`config.mk`:
```
export PLATFORM = sky130hd
export DESIGN_NAME = lsio_bus_master
export DESIGN_NICKNAME = d
export VERILOG_FILES = /design/src/rtl/lsio_bus_pkg.sv /design/src/rtl/lsio_lane_align.sv /design/src/rtl/lsio_bus_master.sv
export SDC_FILE = /design/constraint.sdc
export NUM_CORES = 1
export LEC_CHECK = 0
export ABC_CLOCK_PERIOD_IN_PS = 3900
export CORE_AREA = 3 3 114 116
export CTS_BUF_LIST = sky130_fd_sc_hd__clkbuf_4
export DETAILED_ROUTE_END_ITERATION = 8
export DIE_AREA = 0 0 117 119
export PLACE_DENSITY = 0.89
export SLEW_MARGIN = 20
export SYNTH_ARGS = -nofsm -noshare
export SYNTH_HDL_FRONTEND = slang
export SYNTH_SLANG_ARGS = --single-unit
```
`constraint.sdc`:
```
create_clock -name clk_i -period 3.9 [get_ports clk_i]
set_clock_uncertainty 0.2 [all_clocks]
set_input_delay 0.78 -clock clk_i [delete_from_list [all_inputs] [get_ports clk_i]]
set_output_delay 0.78 -clock clk_i [all_outputs]
set_load 0.05 [all_outputs]
```
`src/rtl/lsio_bus_pkg.sv`:
```
// lsio_bus_pkg: shared types and constants for the LSIO bus master.
package lsio_bus_pkg;
  typedef enum logic [1:0] {SZ_BYTE, SZ_HALF, SZ_WORD, SZ_ILL} size_e;
  typedef enum logic [1:0] {IDLE, ISSUE, RD_CAP, RESP} state_e;
  localparam logic [5:0] UART_TX = 6'h0;
  localparam logic [5:0] UART_RX = 6'h4;
  localparam logic [5:0] TIMER_MS = 6'h8;
  localparam logic [5:0] BTN = 6'hc;
  localparam logic [3:0] READ_STROBE_DEF = 4'h0;
  function automatic logic misaligned(size_e s, logic [1:0] a);
    return (s == SZ_HALF && a[0]) || (s == SZ_WORD && a != 2'b00);
  endfunction
endpackage

```
`src/rtl/lsio_lane_align.sv`:
```
// lsio_lane_align: byte-lane placement for stores and lane extraction/extension for loads.
module lsio_lane_align
  import lsio_bus_pkg::*;
(
  input  size_e       size,
  input  logic [1:0]  addr_lo,
  input  logic        is_unsigned,
  input  logic [31:0] wdata,
  input  logic [31:0] rvalue,
  output logic [3:0]  wstrb,
  output logic [31:0] wvalue,
  output logic [31:0] rdata
);
  logic [31:0] sh;
  assign sh = rvalue >> {addr_lo, 3'b000};
  assign wstrb = size == SZ_BYTE ? 4'b0001 << addr_lo :
                 size == SZ_HALF ? 4'b0011 << {addr_lo[1], 1'b0} :
                 size == SZ_WORD ? 4'hf : 4'h0;
  assign wvalue = size == SZ_BYTE ? {4{wdata[7:0]}} :
                  size == SZ_HALF ? {2{wdata[15:0]}} : wdata;
  assign rdata = size == SZ_BYTE ? {{24{sh[7] & ~is_unsigned}}, sh[7:0]} :
                 size == SZ_HALF ? {{16{sh[15] & ~is_unsigned}}, sh[15:0]} : sh;
endmodule

```
`src/rtl/lsio_bus_master.sv`:
```
// lsio_bus_master: turns CPU load/store requests into single LSIO bus beats.
module lsio_bus_master
  import lsio_bus_pkg::*;
#(
  parameter bit         ERR_ON_MISALIGN = 1'b1,
  parameter logic [3:0] READ_STROBE     = READ_STROBE_DEF
) (
  input  logic        clk_i,
  input  logic        rstn_i,
  input  logic        req_valid_i,
  output logic        req_ready_o,
  input  logic        req_we_i,
  input  logic [1:0]  req_size_i,
  input  logic        req_unsigned_i,
  input  logic [31:0] req_addr_i,
  input  logic [31:0] req_wdata_i,
  output logic        resp_valid_o,
  input  logic        resp_ready_i,
  output logic [31:0] resp_rdata_o,
  output logic        resp_err_o,
  output logic        enable_o,
  output logic [3:0]  wstrb_o,
  output logic [31:0] addr_o,
  output logic [31:0] addr_prev_o,
  output logic [31:0] wvalue_o,
  input  logic [31:0] rvalue_i
);
  state_e      state;
  size_e       size_q;
  logic        we_q;
  logic        uns_q;
  logic [1:0]  lo_q;
  size_e       req_size;
  logic        req_err;
  logic [1:0]  alo;
  logic [3:0]  a_wstrb;
  logic [31:0] a_wvalue;
  logic [31:0] a_rdata;
  assign req_size = size_e'(req_size_i);
  assign req_err = req_size == SZ_ILL || (ERR_ON_MISALIGN && misaligned(req_size, req_addr_i[1:0]));
  // force-aligned low bits; only reach the bus when misalignment is tolerated
  assign alo = req_size == SZ_WORD ? 2'b00 :
               req_size == SZ_HALF ? {req_addr_i[1], 1'b0} : req_addr_i[1:0];
  assign req_ready_o = state == IDLE;
  lsio_lane_align u_align (
    .size        (state == IDLE ? req_size : size_q),
    .addr_lo     (state == IDLE ? alo : lo_q),
    .is_unsigned (uns_q),
    .wdata       (req_wdata_i),
    .rvalue      (rvalue_i),
    .wstrb       (a_wstrb),
    .wvalue      (a_wvalue),
    .rdata       (a_rdata)
  );
  always_ff @(posedge clk_i) begin
    if (!rstn_i) begin
      state        <= IDLE;
      size_q       <= SZ_BYTE;
      we_q         <= 1'b0;
      uns_q        <= 1'b0;
      lo_q         <= 2'b00;
      enable_o     <= 1'b0;
      wstrb_o      <= 4'h0;
      addr_o       <= '0;
      addr_prev_o  <= '0;
      wvalue_o     <= '0;
      resp_valid_o <= 1'b0;
      resp_rdata_o <= '0;
      resp_err_o   <= 1'b0;
    end else begin
      addr_prev_o <= addr_o;
      enable_o    <= 1'b0;
      case (state)
        IDLE: if (req_valid_i) begin
          we_q   <= req_we_i;
          size_q <= req_size;
          uns_q  <= req_unsigned_i;
          lo_q   <= alo;
          if (req_err) begin
            state        <= RESP;
            resp_valid_o <= 1'b1;
            resp_err_o   <= 1'b1;
            resp_rdata_o <= '0;
          end else begin
            state    <= ISSUE;
            enable_o <= 1'b1;
            addr_o   <= {req_addr_i[31:2], 2'b00};
            wstrb_o  <= req_we_i ? a_wstrb : READ_STROBE;
            wvalue_o <= req_we_i ? a_wvalue : '0;
          end
        end
        ISSUE: begin
          state        <= we_q ? RESP : RD_CAP;
          resp_valid_o <= we_q;
          resp_rdata_o <= '0;
          resp_err_o   <= 1'b0;
        end
        RD_CAP: begin
          state        <= RESP;
          resp_valid_o <= 1'b1;
          resp_rdata_o <= a_rdata;
          resp_err_o   <= 1'b0;
        end
        RESP: if (resp_ready_i) begin
          state        <= IDLE;
          resp_valid_o <= 1'b0;
          resp_rdata_o <= '0;
          resp_err_o   <= 1'b0;
        end
        default: state <= IDLE;
      endcase
    end
  end
endmodule

```
==> impl_metrics.tcl, run 1 <==
set metrics [dict create \
    start_kind "register" \
    whs_ns 0.265 \
    cp-end-kind "output pin" \
    avgSynthCellArea_um2 9.66 \
    initial_utilization_pct 47.7 \
    finalSetupTns_ns 0 \
    fin_crit_ns 3.49 \
    cp-endpoint "req_ready_o" \
    ys_ff_latch 139 \
    drt_pass1_iterations 5 \
    placement_rows 40 \
    dp_cells 944 \
    slew_violations 0 \
    multi_input_area_mm2 0.00269 \
    track_usage_pct 27.3 \
    n_fill_cell 911 \
    hold_viol 0 \
    die_w_um 117 \
    status "finished clean" \
    area_growth_pct 46.9 \
    yosysMostFrequentCell "dfxtp_1" \
    htreeDepth 4 \
    drtIter0Drc 444 \
    final_cells 976 \
    r2r_slack_ns 0.81 \
    relSlewSlack_pct 54.2 \
    combPwrFrac_pct 48.1 \
    p_sw_share_pct 43.6 \
    synth_area_leader_cell "dfxtp_1" \
    p_switching_mw 2.22 \
    die_h_um 119 \
    insertedDiodeCount 0 \
    path_class "reg2out" \
    min_period_over_period_pct 89.6 \
    overflow 0 \
    finalPower_mw 5.09 \
    port_buffers 235 \
    timing.fmax_mhz 286 \
    leakage_nw 3.19 \
    hp-class "reg2reg" \
    seq_power_share_pct 33.9 \
    hpwl_um 14100 \
    p_int_mw 2.87 \
    yosysSeqAreaShare_pct 48.6 \
    r2r-end "resp_rdata_o[15]$_SDFFE_PN0P_" \
    grt_pass1_vias 5642 \
    finalNetCount 924 \
    grt_max_degree 53 \
    grt_antenna_before_repair 0 \
    worstReg2RegStart "state[0]$_SDFFE_PN0P_" \
    cap_violations 0 \
    viasPerCell 5.71 \
    power.density_mw_per_mm2 604 \
    vias 5575 \
    post_cts_buffers 0 \
    clockPowerShare_pct 18.0 \
    postCtsResizedCells 0 \
    worstRegToRegCells 8 \
    yosys-top-cells-area "dfxtp_1 49%, nand2_1 5.6%, mux2_2 4.9%" \
    worstPathArrival_ns 2.51 \
    clkLatencyLatePin_ns 0.55 \
    final_layout_size_suffix_gt1_share_pct 11.2 \
    grt_setup_unrepaired "no" \
    grt_pass1_wl_um 29500 \
    synth_area_mm2 0.00573 \
    ctsLongestPathBuffers 2 \
    async_reset_ff_share_pct 0 \
    crit_start "state[0]$_SDFFE_PN0P_" \
    synth.top_cell.area_share_pct 48.6 \
    postLayoutCellArea_mm2 0.00841 \
    cts_inserted_buffers 17 \
    placed_area_mm2 0.00815 \
    clk_pin_slew_ns 0.12 \
    ir_drop_v 0.000413 \
    cts_root_buffer "clkbuf_4" \
    dieArea_mm2 0.0139 \
    cts_tree "built" \
    synth_ff_type "dfxtp_1" \
    io_pins 240 \
    drc 0 \
    yosysUniqueCellTypes 43 \
    cts_hold_buf 0 \
    synth_cells 593 \
    cp_max_fo 17 \
    ys_warn_count 0 \
    place.gp.congestion 0.958 \
    wirelength_um 19200 \
    wl_per_cell_um 19.6 \
    core_mm2 0.0120 \
    setup_violations 0 \
    cts.sinks 139 \
    critical_path_required_ns 2.92 \
    seq_area_mm2 0.00278 \
    drtAntennaViolNets 0 \
    synth_edf_count 0 \
    worstMarginPinSlew_ns 0.686 \
    synth_commonest_cells "139 x dfxtp_1, 85 x nand2_1, 43 x nor2_1" \
]
[layout make-up]
| class | count | share of cell area, % |
|---|---|---|
| sequential | 139 | 33.1 |
| clock buffer | 19 | 1.70 |
| timing repair buffer | 249 | 29.2 |
| tap | 147 | 2.19 |
| inverter | 9 | 0.401 |
| clock inverter | 13 | 1.50 |
| multi-input combinational | 400 | 31.9 |
[routing by layer]
layer / global-route usage [%] / share of wire, %
met3: 7.72 / 7.5
met2: 45.4 / 51
met1: 31.8 / 38
met5: 0 / 0
met4: 13.3 / 3.1
[cell families after synthesis]
logic type | Yosys count | share of synthesized area, %
compound gates | 168 | 21.4
xor+xnor | 1 | 0.153
fa+ha+maj | 4 | 0.874
buf+inv | 57 | 5.02
flops | 139 | 48.6
mux | 45 | 10.2
other cells | 1 | 0.0655
simple gates | 178 | 13.6
[per-stage QoR]
step | util [%] | setup slack (ns)
floorplan | - | 1.08
global placement | 67.8 | 0.630
detailed placement | 67.8 | 0.519
CTS | 70.1 | 0.383
global route | 70.1 | 0.286
finish | 70.1 | 0.406
[how the worst min path moves through the flow]
stage,from,to,slack (ns),depth (start not counted)
after global placement,resp_rdata_o[29]$_SDFFE_PN0P_,resp_rdata_o[29]$_SDFFE_PN0P_,0.24,2
after CTS,resp_rdata_o[7]$_SDFFE_PN0P_,resp_rdata_o[7]$_SDFFE_PN0P_,0.26,2
after detailed placement,resp_rdata_o[21]$_SDFFE_PN0P_,resp_rdata_o[21]$_SDFFE_PN0P_,0.25,2
after global routing,resp_rdata_o[7]$_SDFFE_PN0P_,resp_rdata_o[7]$_SDFFE_PN0P_,0.28,2
final,resp_rdata_o[7]$_SDFFE_PN0P_,resp_rdata_o[7]$_SDFFE_PN0P_,0.27,2
after floorplan,lo_q[0]$_SDFFE_PN0P_,lo_q[0]$_SDFFE_PN0P_,0.23,2
[sequential cells by signal, summed over array words and instances (netlist names)]
register      flops
wstrb_o           4
uns_q             1
resp_rdata_o     32
size_q            2
state             2
resp_valid_o      1
wvalue_o         32
enable_o          1
we_q              1
resp_err_o        1
addr_prev_o      30
lo_q              2
addr_o           30
[cell usage in the layout (no fill, tap or decap), drive strengths merged, types with 25 or more instances in the layout]
master and count:
mux2 26, a22oi 33, a21oi 39, nor2 43
o31ai 25, and2 33, dfxtp 139, nand2 85
clkdlybuf4s50 235, o22a 30
[power groups by stage]
stage / logic [mW] / registers, mW / clock network (mW)
after detailed placement: 2.43 / 1.76 / 0
after floorplan: 1.08 / 2.34 / 0
final: 2.44 / 1.73 / 0.915
after global routing: 2.59 / 1.75 / 0.994
after global placement: 2.37 / 1.74 / 0
after CTS: 2.44 / 1.73 / 0.928
[critical path, cell delays in order, from the launching register on]
cell and delay [ns]:
dfxtp_1 0.38, inv_1 0.11, ha_1 0.55, clkdlybuf4s50_1 0.92
No activity file was read; power rests on OpenSTA's default activity.
==> run 2, diff against run 1 <==
--- a/config.mk
+++ b/config.mk
@@ -6,12 +6,12 @@
 export NUM_CORES = 1
 export LEC_CHECK = 0
 export ABC_CLOCK_PERIOD_IN_PS = 3900
-export CORE_AREA = 3 3 114 116
-export CTS_BUF_LIST = sky130_fd_sc_hd__clkbuf_4
+export CORE_AREA = 3 3 119 121
 export DETAILED_ROUTE_END_ITERATION = 8
-export DIE_AREA = 0 0 117 119
-export PLACE_DENSITY = 0.89
+export DIE_AREA = 0 0 122 124
+export PLACE_DENSITY = 0.87
 export SLEW_MARGIN = 20
 export SYNTH_ARGS = -nofsm -noshare
 export SYNTH_HDL_FRONTEND = slang
+export SYNTH_HIERARCHICAL = 1
 export SYNTH_SLANG_ARGS = --single-unit
==> impl_metrics.tcl, run 2 <==
set metrics [dict create \
    yosys-top-cells-area "dfxtp_1 44%, mux2i_1 9.2%, nand2_1 8.8%" \
    top_regs "resp_rdata_o: 32 flops, wvalue_o: 32 flops" \
    hp-class "reg2reg" \
    seq_power_share_pct 29.6 \
    synth_edf_count 0 \
    grt_antenna_before_repair 0 \
    fin_crit_ns 3.38 \
    yosysSeqAreaShare_pct 43.9 \
    status "finished clean" \
    relSlewSlack_pct 53.7 \
    area_growth_pct 45.7 \
    initial_utilization_pct 48.0 \
    viasPerCell 5.14 \
    min_period_over_period_pct 86.6 \
    ys_warn_count 6 \
    synth_area_leader_cell "dfxtp_1" \
    min_from "lo_q[1]$_SDFFE_PN0P_" \
    drt_pass1_iterations 5 \
    finalSetupTns_ns 0 \
    drc 0 \
    ctsLongestPathBuffers 2 \
    worstRegToRegCells 10 \
    hpwl_um 13200 \
    synth_area_mm2 0.00633 \
    setup_violations 0 \
    r2r_slack_ns 0.65 \
    synth_commonest_cells "148 x nand2_1, 139 x dfxtp_1, 78 x nand3_1" \
    path_class "in2reg" \
    p_switching_mw 2.21 \
    critical_path_required_ns 4.04 \
    cts.sinks 139 \
    synth.top_cell.area_share_pct 43.9 \
    clkLatencyLatePin_ns 0.42 \
    leakage_nw 3.47 \
    p_int_mw 3.42 \
    postCtsResizedCells 0 \
    cp-end-kind "register" \
    overflow 0 \
    cts_tree "built" \
    cts_root_buffer "clkbuf_16" \
    core_mm2 0.0132 \
    worstReg2RegStart "state[0]$_SDFFE_PN0P_" \
    htreeDepth 4 \
    die_h_um 124 \
    clk_pin_slew_ns 0.06 \
    seq_area_mm2 0.00278 \
    async_reset_ff_share_pct 0 \
    wirelength_um 18400 \
    port_buffers 235 \
    final_layout_size_suffix_gt1_share_pct 8.70 \
    finalNetCount 1061 \
    yosysUniqueCellTypes 44 \
    drtIter0Drc 326 \
    dieArea_mm2 0.0151 \
    worstPathArrival_ns 3.52 \
    insertedDiodeCount 0 \
    synth_ff_type "dfxtp_1" \
    final_common_cell "clkdlybuf4s50_1" \
    timing.fmax_mhz 296 \
    cap_violations 0 \
    drtAntennaViolNets 0 \
    grt_max_degree 92 \
    placement_rows 42 \
    post_cts_buffers 0 \
    yosysMostFrequentCell "nand2_1" \
    n_fill_cell 1043 \
    ys_ff_latch 139 \
    grt_setup_unrepaired "no" \
    hold_viol 0 \
    cts_hold_buf 0 \
    final_cell_mix "234 x clkdlybuf4s50_1, 148 x nand2_1, 139 x dfxtp_1" \
    multi_input_area_mm2 0.00311 \
    grt_pass1_vias 5522 \
    path_cells "clkdlybuf4s50_1, or2b_1, and3_1, mux2_2, mux2i_1, mux2_2, or4_1, buf_4, o21ai_0, nand2_1, mux2i_1" \
    avgSynthCellArea_um2 8.44 \
    power.density_mw_per_mm2 610 \
    slew_violations 0 \
    track_usage_pct 23.7 \
    cts_inserted_buffers 17 \
    worstMarginPinSlew_ns 0.693 \
    place.gp.congestion 0.822 \
    finalPower_mw 5.63 \
    wl_per_cell_um 16.1 \
    die_w_um 122 \
    holdPathStages 2 \
    r2r-end "resp_rdata_o[13]$_SDFFE_PN0P_" \
    vias 5870 \
    synth_cells 750 \
    combPwrFrac_pct 43.3 \
    clockPowerShare_pct 27.2 \
    p_sw_share_pct 39.3 \
    start_kind "primary input" \
    crit_slowest_cell "clkdlybuf4s50_1" \
    io_pins 240 \
    min_to "lo_q[1]$_SDFFE_PN0P_" \
    cp_max_fo 12 \
    cpPeakStageDelay_ns 0.50 \
    grt_pass1_wl_um 28300 \
    ir_drop_v 0.000367 \
]
-- run 2: changes by cell type after synthesis, sizes merged, moves of 32 or more --
cell / delta
nand3: +69
o21ai: +77
mux2i: +47
a22oi: -32
nand2: +63
-- run 2: layout make-up --
cell class / instances / area share, %
sequential: 139 / 30.2
timing repair buffer: 254 / 27.3
clock buffer: 20 / 4.84
multi-input combinational: 530 / 33.7
tap: 176 / 2.39
clock inverter: 12 / 1.22
inverter: 10 / 0.407
-- run 2: cell families after synthesis --
logic type	after synthesis	share of synthesized area, %
DFF	139	43.9
muxes	79	12.9
adders and majority gates	5	0.988
other	1	0.0592
and+or+nand+nor	290	21.0
AOI/OAI and AO/OA	152	13.9
buffers and inverters	84	7.19
-- run 2: worst max-delay path by stage --
stage / from / endpoint / cells after the start / slack (ns)
after floorplan: state[0]$_SDFFE_PN0P_ / resp_rdata_o[20]$_SDFFE_PN0P_ / 11 / 0.51
after global placement: req_size_i[0] / resp_rdata_o[18]$_SDFFE_PN0P_ / 10 / 0.22
after detailed placement: req_size_i[0] / resp_rdata_o[13]$_SDFFE_PN0P_ / 11 / 0.14
after CTS: req_size_i[0] / resp_rdata_o[13]$_SDFFE_PN0P_ / 11 / 0.55
after global routing: req_size_i[0] / resp_rdata_o[10]$_SDFFE_PN0P_ / 11 / 0.39
final: req_size_i[0] / resp_rdata_o[13]$_SDFFE_PN0P_ / 11 / 0.52
-- run 2: critical path, delay by kind of cell --
family | cells | cell delay [ns]
AOI/OAI and AO/OA | 1 | 0.07
buffers and inverters | 2 | 0.71
muxes | 4 | 0.98
and+or+nand+nor | 4 | 0.99
-- run 2: power by group through the flow --
stage / Combinational [mW] / Sequential [mW] / Clock, mW
after floorplan: 1.33 / 2.16 / 0
after global placement: 2.39 / 1.69 / 0
after detailed placement: 2.42 / 1.69 / 0
after CTS: 2.44 / 1.67 / 1.55
after global routing: 2.62 / 1.68 / 1.61
final: 2.43 / 1.67 / 1.53
-- run 2: metal layers --
layer	wire length (µm)	vias to the layer above	global-route usage (%)	share of wire, %
met5	0	-	0	0
met4	429	0	8.68	2.3
met3	1150	35	6.40	6.2
met2	9290	193	40.7	51
met1	7520	2694	28.6	41
li1	-	2948	-	-
-- run 2: metrics by stage --
step / hold WS, ns / std cells / worst slack, ns / cell area (µm²) / util, %
after floorplan: 0.234 / 753 / 0.510 / 6340 / -
after global placement: 0.241 / 1109 / 0.225 / 8670 / 65.7
after detailed placement: 0.249 / 1109 / 0.136 / 8670 / 65.7
after CTS: 0.256 / 1141 / 0.548 / 9230 / 70.0
after global routing: 0.272 / 1141 / 0.395 / 9230 / 70.0
final: 0.254 / 1141 / 0.521 / 9230 / 70.0
==> run 3, diff against run 2 <==
--- a/config.mk
+++ b/config.mk
@@ -6,10 +6,11 @@
 export NUM_CORES = 1
 export LEC_CHECK = 0
 export ABC_CLOCK_PERIOD_IN_PS = 3900
-export CORE_AREA = 3 3 119 121
+export CORE_AREA = 3 3 103 105
 export DETAILED_ROUTE_END_ITERATION = 8
-export DIE_AREA = 0 0 122 124
-export PLACE_DENSITY = 0.87
+export DIE_AREA = 0 0 106 108
+export DONT_BUFFER_PORTS = 1
+export PLACE_DENSITY = 0.82
 export SLEW_MARGIN = 20
 export SYNTH_ARGS = -nofsm -noshare
 export SYNTH_HDL_FRONTEND = slang
==> impl_metrics.tcl, run 3 (synthesis results as in run 2) <==
set metrics [dict create \
    status "finished clean" \
    dieArea_mm2 0.0114 \
    timing.fmax_mhz 296 \
    core_mm2 0.00973 \
    place.gp.congestion 0.865 \
    cp-end-kind "register" \
    finalNetCount 816 \
    worstPathArrival_ns 3.61 \
    slew_violations 0 \
    clk_pin_slew_ns 0.06 \
    insertedDiodeCount 0 \
    final_common_cell "nand2_1" \
    cp_common_cell "buf_4" \
    drc 0 \
    grt_setup_unrepaired "no" \
    relSlewSlack_pct 58.0 \
    post_cts_buffers 0 \
    final_layout_size_suffix_gt1_share_pct 10.2 \
    wirelength_um 15200 \
    grt_pass1_wl_um 23600 \
    grt_pass1_vias 4612 \
    cts.sinks 139 \
    vias 5024 \
    top_regs "resp_rdata_o: 32 flops, wvalue_o: 32 flops" \
    worstReg2RegStart "state[0]$_SDFFE_PN0P_" \
    area_growth_pct 7.33 \
    die_w_um 106 \
    port_buffers 0 \
    setup_violations 0 \
    final_cell_mix "148 x nand2_1, 139 x dfxtp_1, 78 x nand3_1" \
    power.density_mw_per_mm2 774 \
    die_h_um 108 \
    worstRegToRegCells 11 \
    cts_inserted_buffers 17 \
    cts_tree "built" \
    crit_slowest_cell "or4b_2" \
    path_cells "inv_1, ha_1, buf_4, nand3_1, o21ai_2, buf_4, a211oi_1, or4b_2, o221ai_1, nand2_1, mux2i_1" \
    drtIter0Drc 352 \
    hold_viol 0 \
    cp-endpoint "resp_rdata_o[23]$_SDFFE_PN0P_" \
    drtAntennaViolNets 0 \
    hp-class "in2reg" \
    hpwl_um 10500 \
    clkLatencyLatePin_ns 0.50 \
    min_period_over_period_pct 86.6 \
    r2r_slack_ns 0.52 \
    drt_pass1_iterations 5 \
    ctsLongestPathBuffers 2 \
    wl_per_cell_um 17.8 \
    overflow 0 \
    worstMarginPinSlew_ns 0.631 \
    track_usage_pct 25.8 \
    fin_crit_ns 3.38 \
    cts_root_buffer "clkbuf_8" \
    ir_drop_v 0.000372 \
    cp_num_buf_inv 3 \
    leakage_nw 2.59 \
    start_kind "register" \
    placement_rows 36 \
    grt_use_met3_pct 10.1 \
    finalSetupTns_ns 0 \
    use_met1_pct 32.7 \
    io_pins 240 \
    placed_area_mm2 0.00617 \
    path_class "reg2reg" \
    utilization_pct 69.9 \
    postLayoutCellArea_mm2 0.00680 \
    postCtsResizedCells 0 \
    htreeDepth 4 \
    busiest_layer "met2" \
    cts_hold_buf 0 \
    grt_max_degree 173 \
    cpPeakStageDelay_ns 0.69 \
    grt_antenna_before_repair 0 \
    crit_start "state[0]$_SDFFE_PN0P_" \
    cap_violations 0 \
    cp_max_fo 30 \
    gr-usage-met2_pct 39.8 \
    viasPerCell 5.90 \
    crit_family "simple AND/OR/NAND/NOR gates" \
    initial_utilization_pct 65.1 \
    r2r-end "resp_rdata_o[23]$_SDFFE_PN0P_" \
    cp_num_cells 11 \
    critical_path_required_ns 4.13 \
]
-- run 3: stage by stage --
step                total power, mW  hold slack, ns  instances  worst slack [ns]
floorplan                      3.49           0.234        753             0.510
global placement               3.60           0.241        820             0.673
detailed placement             3.64           0.255        820             0.607
CTS                            5.26           0.182        851             0.581
global route                   5.51           0.188        852             0.298
finish                         5.26           0.204        852             0.521
-- run 3: final cells by class --
type / count / area (µm²)
tap: 133 / 166
clock inverter: 10 / 140
multi-input combinational: 530 / 3110
fill: 742 / 2930
timing repair buffer: 9 / 100
inverter: 10 / 37.5
sequential: 139 / 2780
clock buffer: 21 / 459
-- run 3: where the power goes --
group	internal (mW)	leakage (nW)	total, mW	switching, mW
clock	1.02	0.286	1.61	0.583
combinational	0.598	1.17	1.48	0.883
sequential	1.58	1.13	2.17	0.593
total	3.20	2.59	5.26	2.06
-- run 3: layer usage --
metal	wire (µm)	vias to the layer above	share of wire, %
met5	0	-	0
met4	324	0	2.1
met3	1500	25	9.9
met2	7210	249	48
met1	6140	2293	40
li1	-	2457	-
-- run 3: worst register-to-register path: cells and delay by family, from the launching register on --
family,cells,cell delay (ns)
simple gates,3,0.93
mux,1,0.13
flops,1,0.37
fa+ha+maj,1,0.41
compound gates,3,0.49
buf+inv,3,0.79
-- run 3: how the worst min path moves through the flow --
| stage | start | end | slack (ns) | depth (start not counted) |
|---|---|---|---|---|
| 4_1_cts | req_addr_i[14] | addr_o[14]$_SDFFE_PN0P_ | 0.18 | 2 |
| 5_1_grt | req_addr_i[14] | addr_o[14]$_SDFFE_PN0P_ | 0.19 | 2 |
| 3_5_place_dp | size_q[0]$_SDFFE_PN0P_ | size_q[0]$_SDFFE_PN0P_ | 0.26 | 2 |
| 2_1_floorplan | lo_q[0]$_SDFFE_PN0P_ | lo_q[0]$_SDFFE_PN0P_ | 0.23 | 2 |
| 6_report | req_addr_i[28] | addr_o[28]$_SDFFE_PN0P_ | 0.20 | 2 |
| 3_3_place_gp | lo_q[0]$_SDFFE_PN0P_ | lo_q[0]$_SDFFE_PN0P_ | 0.24 | 2 |
